$ cat src/rtl/instr_reg_arbiter.sv
// instr_reg_arbiter
// Round-robin arbiter in front of the instruction register file. It grants one
// requester per cycle, registers the winning opcode/operands together with a
// sequential write pointer, and tracks the read side so the register file acts
// as a circular queue of DEPTH entries.
module instr_reg_arbiter #(
  parameter int NUM_REQ = 4,
  parameter int ADDR_W  = 5,
  parameter int OPC_W   = 4,
  parameter int OPD_W   = 32
) (
  input  logic                         clk,
  input  logic                         reset,
  input  logic [NUM_REQ-1:0]           req_valid,
  output logic [NUM_REQ-1:0]           req_ready,
  input  logic [NUM_REQ*OPC_W-1:0]     req_opcode,
  input  logic [NUM_REQ*OPD_W-1:0]     req_operand_a,
  input  logic [NUM_REQ*OPD_W-1:0]     req_operand_b,
  input  logic                         pause,
  input  logic                         flush,
  input  logic                         rd_en,
  output logic                         load_en,
  output logic [ADDR_W-1:0]            write_pointer,
  output logic [OPC_W-1:0]             opcode,
  output logic signed [OPD_W-1:0]      operand_a,
  output logic signed [OPD_W-1:0]      operand_b,
  output logic [ADDR_W-1:0]            read_pointer,
  output logic [$clog2(NUM_REQ)-1:0]   grant_id,
  output logic [ADDR_W:0]              count,
  output logic                         full,
  output logic                         empty
);

  localparam int ID_W = $clog2(NUM_REQ);
  localparam logic [ADDR_W:0] DEPTH = {1'b1, {ADDR_W{1'b0}}};

  // Legacy-compatible state encoding.
  localparam logic [1:0] ST_RUN   = 2'd0;
  localparam logic [1:0] ST_HOLD  = 2'd1;
  localparam logic [1:0] ST_FLUSH = 2'd2;

  logic [1:0]        state, state_next;
  logic [ADDR_W-1:0] wr_ptr, rd_ptr;
  logic [ADDR_W:0]   count_q, count_next;
  logic [ID_W-1:0]   last_grant, winner, scan_idx;
  logic              winner_found, grant_en, grant, pop, full_next;
  logic [OPC_W-1:0]  sel_opcode;
  logic [OPD_W-1:0]  sel_operand_a, sel_operand_b;

  assign full         = (count_q == DEPTH);
  assign empty        = (count_q == '0);
  assign count        = count_q;
  assign read_pointer = rd_ptr;

  // Granting only from RUN, never during flush/pause/full, and never while
  // reset is asserted so req_ready drops together with the registered outputs.
  assign grant_en = !reset && (state == ST_RUN) && !flush && !pause && !full;
  assign grant    = grant_en && winner_found;
  assign pop      = rd_en && !empty && !flush;

  // Round-robin search: first valid requester after last_grant, modulo NUM_REQ.
  // Scanning from the farthest offset down lets the nearest one overwrite.
  always_comb begin
    // NOTE: every variable gets a default before any conditional assignment,
    // otherwise the combinational block would infer a latch.
    winner_found = 1'b0;
    winner       = '0;
    scan_idx     = '0;
    for (int k = NUM_REQ; k >= 1; k--) begin
      scan_idx = ID_W'((int'(last_grant) + k) % NUM_REQ);
      if (req_valid[scan_idx]) begin
        winner_found = 1'b1;
        winner       = scan_idx;
      end
    end
  end

  // One-hot ready to the winner in the same cycle.
  always_comb begin
    req_ready = '0;
    if (grant) req_ready[winner] = 1'b1;
  end

  assign sel_opcode    = req_opcode[int'(winner)*OPC_W +: OPC_W];
  assign sel_operand_a = req_operand_a[int'(winner)*OPD_W +: OPD_W];
  assign sel_operand_b = req_operand_b[int'(winner)*OPD_W +: OPD_W];

  // Occupancy after this edge: grant and pop in the same cycle cancel out.
  always_comb begin
    count_next = count_q;
    if (flush)
      count_next = '0;
    else if (grant && !pop)
      count_next = count_q + (ADDR_W+1)'(1);
    else if (pop && !grant)
      count_next = count_q - (ADDR_W+1)'(1);
  end

  assign full_next = (count_next == DEPTH);

  // FSM next state. HOLD looks at next-cycle fullness so a pop in a full
  // cycle reopens granting on the very next cycle.
  always_comb begin
    state_next = state;
    if (flush) begin
      state_next = ST_FLUSH;
    end else begin
      case (state)
        ST_RUN:  if (pause || full_next)   state_next = ST_HOLD;
        ST_HOLD: if (!pause && !full_next) state_next = ST_RUN;
        default: state_next = ST_RUN;
      endcase
    end
  end

  // Control state: FSM, queue pointers, occupancy and round-robin memory.
  always_ff @(posedge clk or posedge reset) begin
    if (reset) begin
      state      <= ST_RUN;
      wr_ptr     <= '0;
      rd_ptr     <= '0;
      count_q    <= '0;
      last_grant <= ID_W'(NUM_REQ - 1);
    end else begin
      // NOTE: non-blocking assignments so every flop samples pre-edge values.
      state   <= state_next;
      count_q <= count_next;
      if (grant) last_grant <= winner;
      if (flush) begin
        wr_ptr <= '0;
        rd_ptr <= '0;
      end else begin
        if (grant) wr_ptr <= wr_ptr + ADDR_W'(1);
        if (pop)   rd_ptr <= rd_ptr + ADDR_W'(1);
      end
    end
  end

  // Load stage: one cycle after a grant, present the write strobe, address and
  // the winner's fields; data outputs hold between loads.
  always_ff @(posedge clk or posedge reset) begin
    if (reset) begin
      load_en       <= 1'b0;
      write_pointer <= '0;
      opcode        <= '0;
      operand_a     <= '0;
      operand_b     <= '0;
      grant_id      <= '0;
    end else begin
      load_en <= grant;
      if (grant) begin
        write_pointer <= wr_ptr;
        opcode        <= sel_opcode;
        operand_a     <= sel_operand_a;
        operand_b     <= sel_operand_b;
        grant_id      <= winner;
      end
    end
  end

endmodule
$ cat config.mk
export PLATFORM = sky130hd
export DESIGN_NAME = instr_reg_arbiter
export DESIGN_NICKNAME = d
export VERILOG_FILES = /design/src/rtl/instr_reg_arbiter.sv
export SDC_FILE = /design/constraint.sdc
export NUM_CORES = 1
export LEC_CHECK = 0
export CORE_AREA = 2 2 146 148
export CTS_CLUSTER_DIAMETER = 120
export DETAILED_ROUTE_END_ITERATION = 8
export DIE_AREA = 0 0 148 150
export PLACE_DENSITY = 0.67
export SETUP_SLACK_MARGIN = 0.3
export SYNTH_ARGS = -nofsm -noshare
export SYNTH_HDL_FRONTEND = slang
export SYNTH_SLANG_ARGS = --single-unit
$ cat constraint.sdc
create_clock -name clk -period 3.1 [get_ports clk]
set_clock_uncertainty 0.05 [all_clocks]
set_input_delay 0.31 -clock clk [delete_from_list [all_inputs] [get_ports clk]]
set_output_delay 0.31 -clock clk [all_outputs]
set_load 0.03 [all_outputs]
Word level (Yosys, flattened, before mapping)
Cells that the tools add are included.
{"block": "totals", "register_bits": 96, "latchBits": 0, "ramBits": 0, "rom_bits": 0, "in_bits": 281, "out_inout_bits": 93, "elab_cells": 88, "memories": 0}
{"block": "op_classes", "n_addsub": 8, "mul": 0, "div": 0, "magnitude_cmp": 6, "n_eq_ne": 5, "shift": 3, "muxes": 30, "bitwise_logic": 0, "reduce_logical": 25}
{"cell": "variable part select 128 x 8 -> 32 bit", "n": 2}
{"cell": "two-way mux 5 bit", "n": 4}
{"cell": "two-way mux 6 bit", "n": 3}
{"cell": "variable part select 16 x 5 -> 4 bit", "n": 1}
{"cell": "less-than comparator 2 x 3 -> 1 bit, second input constant", "n": 5}
{"cell": "two-way mux 2 bit", "n": 7}
{"cell": "== test 6 bit, second input constant", "n": 2}
{"cell": "logical AND 1 bit", "n": 11}
{"cell": "adder 5 x 1 -> 5 bit, second input constant", "n": 2}
{"cell": "two-way mux 1 bit", "n": 9}
{"cell": "binary-select mux 1 bit (select 2 bit)", "n": 4}
{"cell": "zero test 1 bit", "n": 8}
{"cell": "adder 6 x 1 -> 6 bit, second input constant", "n": 1}
{"cell": "zero test 6 bit", "n": 1}
{"cell": "subtractor 6 x 1 -> 6 bit, second input constant", "n": 1}
{"cell": "adder 2 x 1 -> 2 bit, second input constant", "n": 2}
{"cell": "adder 2 bit, second input constant", "n": 2}
{"cell": "two-way mux 4 bit", "n": 1}
{"cell": "one-hot mux 2 bit (2 select lines)", "n": 1}
{"cell": "nonzero test 2 bit", "n": 2}
{"cell": "!= test 3 x 2 -> 1 bit, second input constant", "n": 1}
{"cell": "!= test 3 bit, second input constant", "n": 1}
{"cell": "demux 1 bit (select 2 bit)", "n": 1}
{"cell": "== test 2 x 1 -> 1 bit, second input constant", "n": 1}
{"cell": "4 further kinds", "n": 4}

Depth between registers and ports, before layout
Gate-level depths: netlist (run 1).
{"block": "depth", "word_depth": 19, "mapped_depth": 11, "ltp_nobuf": 10}

Worst setup path after synthesis (run 1)
Ideal clock, no wire load.
{"block": "synth_timing", "path_type": "register to output", "startpoint": "register count_q[0], in the netlist count[0]", "endpoint": "output req_ready[1]", "arrival_ns": 2.594, "required_ns": 2.740, "slack_ns": 0.146, "stages_incl_launch_ff": 11, "path_buffers": 4, "path_cell_list": "dfrtp_1 inv_1 ha_1 nand2_1 or4_4 nand2_4 buf_6 buf_2 buf_2 buf_2 nor3b_1"}
{"block": "synth_via", "elab_chain_cells": 5}
{"element": "from (decl)", "line_no": "44", "text": "logic [ADDR_W:0] count_q, count_next;"}
{"element": "from (signal assigned)", "line_no": "127", "text": "count_q <= count_next;"}
{"element": "== test 6 bit", "line_no": "50", "text": "assign full = (count_q == DEPTH);"}
{"element": "zero test 1 bit", "line_no": "57", "text": "assign grant_en = !reset && (state == ST_RUN) && !flush && !pause && !full;"}
{"element": "logical AND 1 bit", "line_no": "57"}
{"element": "logical AND 1 bit", "line_no": "58", "text": "assign grant = grant_en && winner_found;"}
{"element": "two-way mux 4 bit", "line_no": "81", "text": "if (grant) req_ready[winner] = 1'b1;"}
{"element": "to (decl)", "line_no": "15", "text": "output logic [NUM_REQ-1:0] req_ready,"}
Every way passes these cells.

Worst setup path in the final report (run 1)
{"block": "layout_timing", "startpoint": "register count_q[1], in the netlist count[1]", "endpoint": "output req_ready[1]"}
The elaborated chain is that of the path after synthesis.

==> results of run 1 <==
power by group through the flow:
stage / clock network, uW / logic [uW] / registers (uW)
2_1_floorplan: 0 / 1610 / 2840
3_3_place_gp: 0 / 4320 / 2000
3_5_place_dp: 0 / 4340 / 2010
4_1_cts: 1270 / 4340 / 2000
5_1_grt: 1320 / 4610 / 2050
6_report: 1230 / 4280 / 1990
per-layer routing:
layer  up-vias  wire length, microns  global-route usage  share of wire
met5         -                     0                   0              0
li1       3118                     -                   -              -
met3        19                  1310              0.0421          0.062
met1      2760                  8900               0.229           0.42
met2       201                 10600               0.316           0.50
met4         0                   331              0.0500          0.016
metrics by stage:
step / area (sq um) / worst slack [ns] / util / std cells
after global placement: 10200 / 0.252 / 0.494 / 1315
after floorplan: 6140 / 0.374 / - / 698
after detailed placement: 10200 / 0.275 / 0.494 / 1315
after global routing: 10600 / 0.328 / 0.511 / 1331
after CTS: 10600 / 0.349 / 0.510 / 1331
final: 10600 / 0.444 / 0.511 / 1331
final cells by class:
class | instances | share of cell area
repair buffers | 395 | 0.373
well taps | 275 | 0.0326
clock buffers | 10 | 0.0226
clock inverters | 6 | 0.00853
multi-input cells | 539 | 0.331
flip-flops and latches | 96 | 0.228
inverters | 10 | 0.00414
tightest hold or removal path, delay by kind of cell, from the launching register on:
kind          cells  cell delay (ns)
flops             1             0.34
simple gates      2             0.10
what timing repair did:
item / 4_1_cts / 5_1_grt
hold buffers: 0 / 0
endpoints found under the setup margin: 4 / 4
endpoints found under the hold margin: 0 / 0
resized for setup: 3 / 3
registers in the layout, summed over array words and instances (netlist names), 4 cells and up:
| register | cells |
|---|---|
| operand_a | 32 |
| operand_b | 32 |
| count | 6 |
| read_pointer | 5 |
| wr_ptr | 5 |
| write_pointer | 5 |
| opcode | 4 |
kinds of logic (layout without fill, tap and decap cells):
kind of cell,Yosys count,in the layout,synth area share
buffers and inverters,63,421,0.0438
muxes,138,138,0.240
and+or+nand+nor,226,226,0.158
AOI/OAI and AO/OA,160,160,0.141
DFF,96,96,0.393
xor gates and xnor gates,10,10,0.0143
adders and majority gates,5,5,0.0102
cells in the final DEF (no fill, tap or decap), drive strengths merged, types with 2 or more instances in the layout:
master,count
a31oi,3
mux2,69
nor2b,2
inv,11
clkdlybuf4s50,367
a211oi,3
nand3,3
nor4,2
clkinvlp,2
bufinv,2
dfrtp,94
ha,5
a21oi,7
nor3,7
buf,26
or4,4
dlygate4sd2,2
nand4,5
nand2,173
nor2,22
xnor2,3
mux2i,69
dfstp,2
or3,2
xor2,7
o31ai,2
clkbuf,10
o21ai,137
nand2b,2
path summary, 6_finish.rpt:
| path | start | to | slack, ns | cells after the start |
|---|---|---|---|---|
| max in group asynchronous | reset | operand_a[21] | 2.07 | 3 |
| min in group asynchronous | reset | operand_b[19] | 0.44 | 3 |
| setup / recovery | count[1] | req_ready[1] | 0.44 | 8 |
| setup reg to reg | count[1] | state[0] | 0.53 | 10 |
| hold / removal | write_pointer[0] | write_pointer[0] | 0.42 | 2 |
| hold reg to reg | write_pointer[0] | write_pointer[0] | 0.42 | 2 |
==> flow_summary.yaml, run 1 <==
pwr:
  pwr-share-clk: 0.163
  max-vdd-ir-drop_v: 0.000330
  power.total_uw: 7500
  combinationalPowerShare: 0.571
  power_leakage_uw: 0.00452
  p_int_uw: 4360
  power-per-cell-area_nw_per_um2: 710
  netSwitchingFraction: 0.419
  switching_power_uw: 3140
  seq_power_share: 0.265
clock_network:
  cts_sinks: 96
  cts.root.buffer_cell: "sky130_fd_sc_hd__clkbuf_16"
  tritoncts: "done"
  h_tree_depth: 3
  clock_input_transition_at_the_sequential_cells_of_the_worst_setup_and_hold_paths_ns: 0.07
  worst_skew_pair.late_latency_ns: 0.34
  cts_made_buffers: 9
  clock_tree_buf_depth: 2
  cts_post_setup_buffers_inserted: 0
layout:
  multi_input_area_sq_um: 3500
  area_growth_pct: 72.7
  nFillCells: 1994
  regArea_sq_um: 2400
  nNetsFinal: 1337
  n_antenna_cell: 0
  fraction_of_layout_instances_using_a_drive_strength_above_1: 0.108
min_path:
  timing.hold.worst.class: "register to register"
drt:
  routedWlPerCell_microns: 15.9
  drt_first_iter_violations: 198
  drtAntennaViolNets: 0
  route.detailed.drc: 0
  post_detailed_route_via_to_cell_ratio: 4.58
  drtPass1Iterations: 4
  vias: 6098
  route.final.wire_length_mm: 21.1
global_routing:
  globalRouteOverflowTotal: 0
  grt_pass1_wl_mm: 31.8
  grt_max_degree: 70
  gr-usage-all-layers: 0.182
  grt_pass1_vias: 5941
  grt_antenna_before_repair: 0
sta:
  timing.max_slew.rel_slack: 0.611
  fin_hold_ws_ns: 0.422
  max_slew.worst_pin.slew_ns: 0.583
  setup_total_negative_slack_ns: 0
  timing_max_transition_violations_final: 0
  max_freq_mhz: 376
  rsz0062_at_grt: "no"
  setup_viol: 0
  final_number_of_hold_violating_endpoints: 0
  period_needed_ns: 2.66
  final.period_utilization: 0.857
placement:
  place_congestion: 0.896
  place.detailed.hpwl_mm: 16.8
  port_buffer_count: 373
logic_synthesis:
  netlist.top_cell.by_area: "sky130_fd_sc_hd__dfrtp_1"
  netlist_instances: 698
  yosysSeqAreaShare: 0.393
  synth-edff-count: 0
  synth.top_cells.by_area: "sky130_fd_sc_hd__dfrtp_1 (38%), sky130_fd_sc_hd__mux2i_1 (11%), sky130_fd_sc_hd__nand2_1 (11%)"
  ys_types: 49
  synth_top_cells_by_count: "sky130_fd_sc_hd__nand2_1 (172), sky130_fd_sc_hd__o21ai_0 (103), sky130_fd_sc_hd__dfrtp_1 (94)"
  synth_most_common_cell: "sky130_fd_sc_hd__nand2_1"
  avgSynthCellArea_sq_um: 8.76
  synth_async_sr_flop_share: 1.00
  ys.flop_type: "sky130_fd_sc_hd__dfrtp_1"
  ys_seq_elements: 96
  synthDominantCellAreaShare: 0.385
  synth_area_sq_um: 6120
  synth.net_count: 984
  yosys_warnings: 0
critical_path:
  worstSetupEndpointType: "output port"
  cp_cell_instances: "inv_1 -> ha_1 -> nand2_1 -> or4_4 -> nand2_8 -> buf_8 -> nor3b_2 -> buf_4"
  critPathRequiredTime_ns: 2.74
  cp_top_family: "simple AND/OR/NAND/NOR gates"
  worstSetupPathType: "register to output port"
  number_of_buffer_and_inverter_instances_along_the_worst_setup_path: 3
  timing.critical_path.from_type: "register"
  max_stage_delay_ns: 0.48
  critPathSlowestCell: "sky130_fd_sc_hd__or4_4"
  worstPathMaxFanout: 34
  arrival_time_worst_endpoint_ns: 2.30
run:
  cap_violations: 0
floorplan:
  coreArea_sq_um: 20700
  die_w_microns: 148
  design.portCount: 374
  die_area_sq_um: 22200
  fp.dieH_microns: 150
  floorplan.initialDensity: 0.296
  row_count: 53
status:
  run_status: "finished, final reports clean"
Note: power is estimated with default switching activity, not from simulation.
==> run 2: changes to the inputs <==
- SLEW_MARGIN: default -> 15
==> results of run 2 <==
The final DEF is identical to that of run 1; final timing and power are the same.
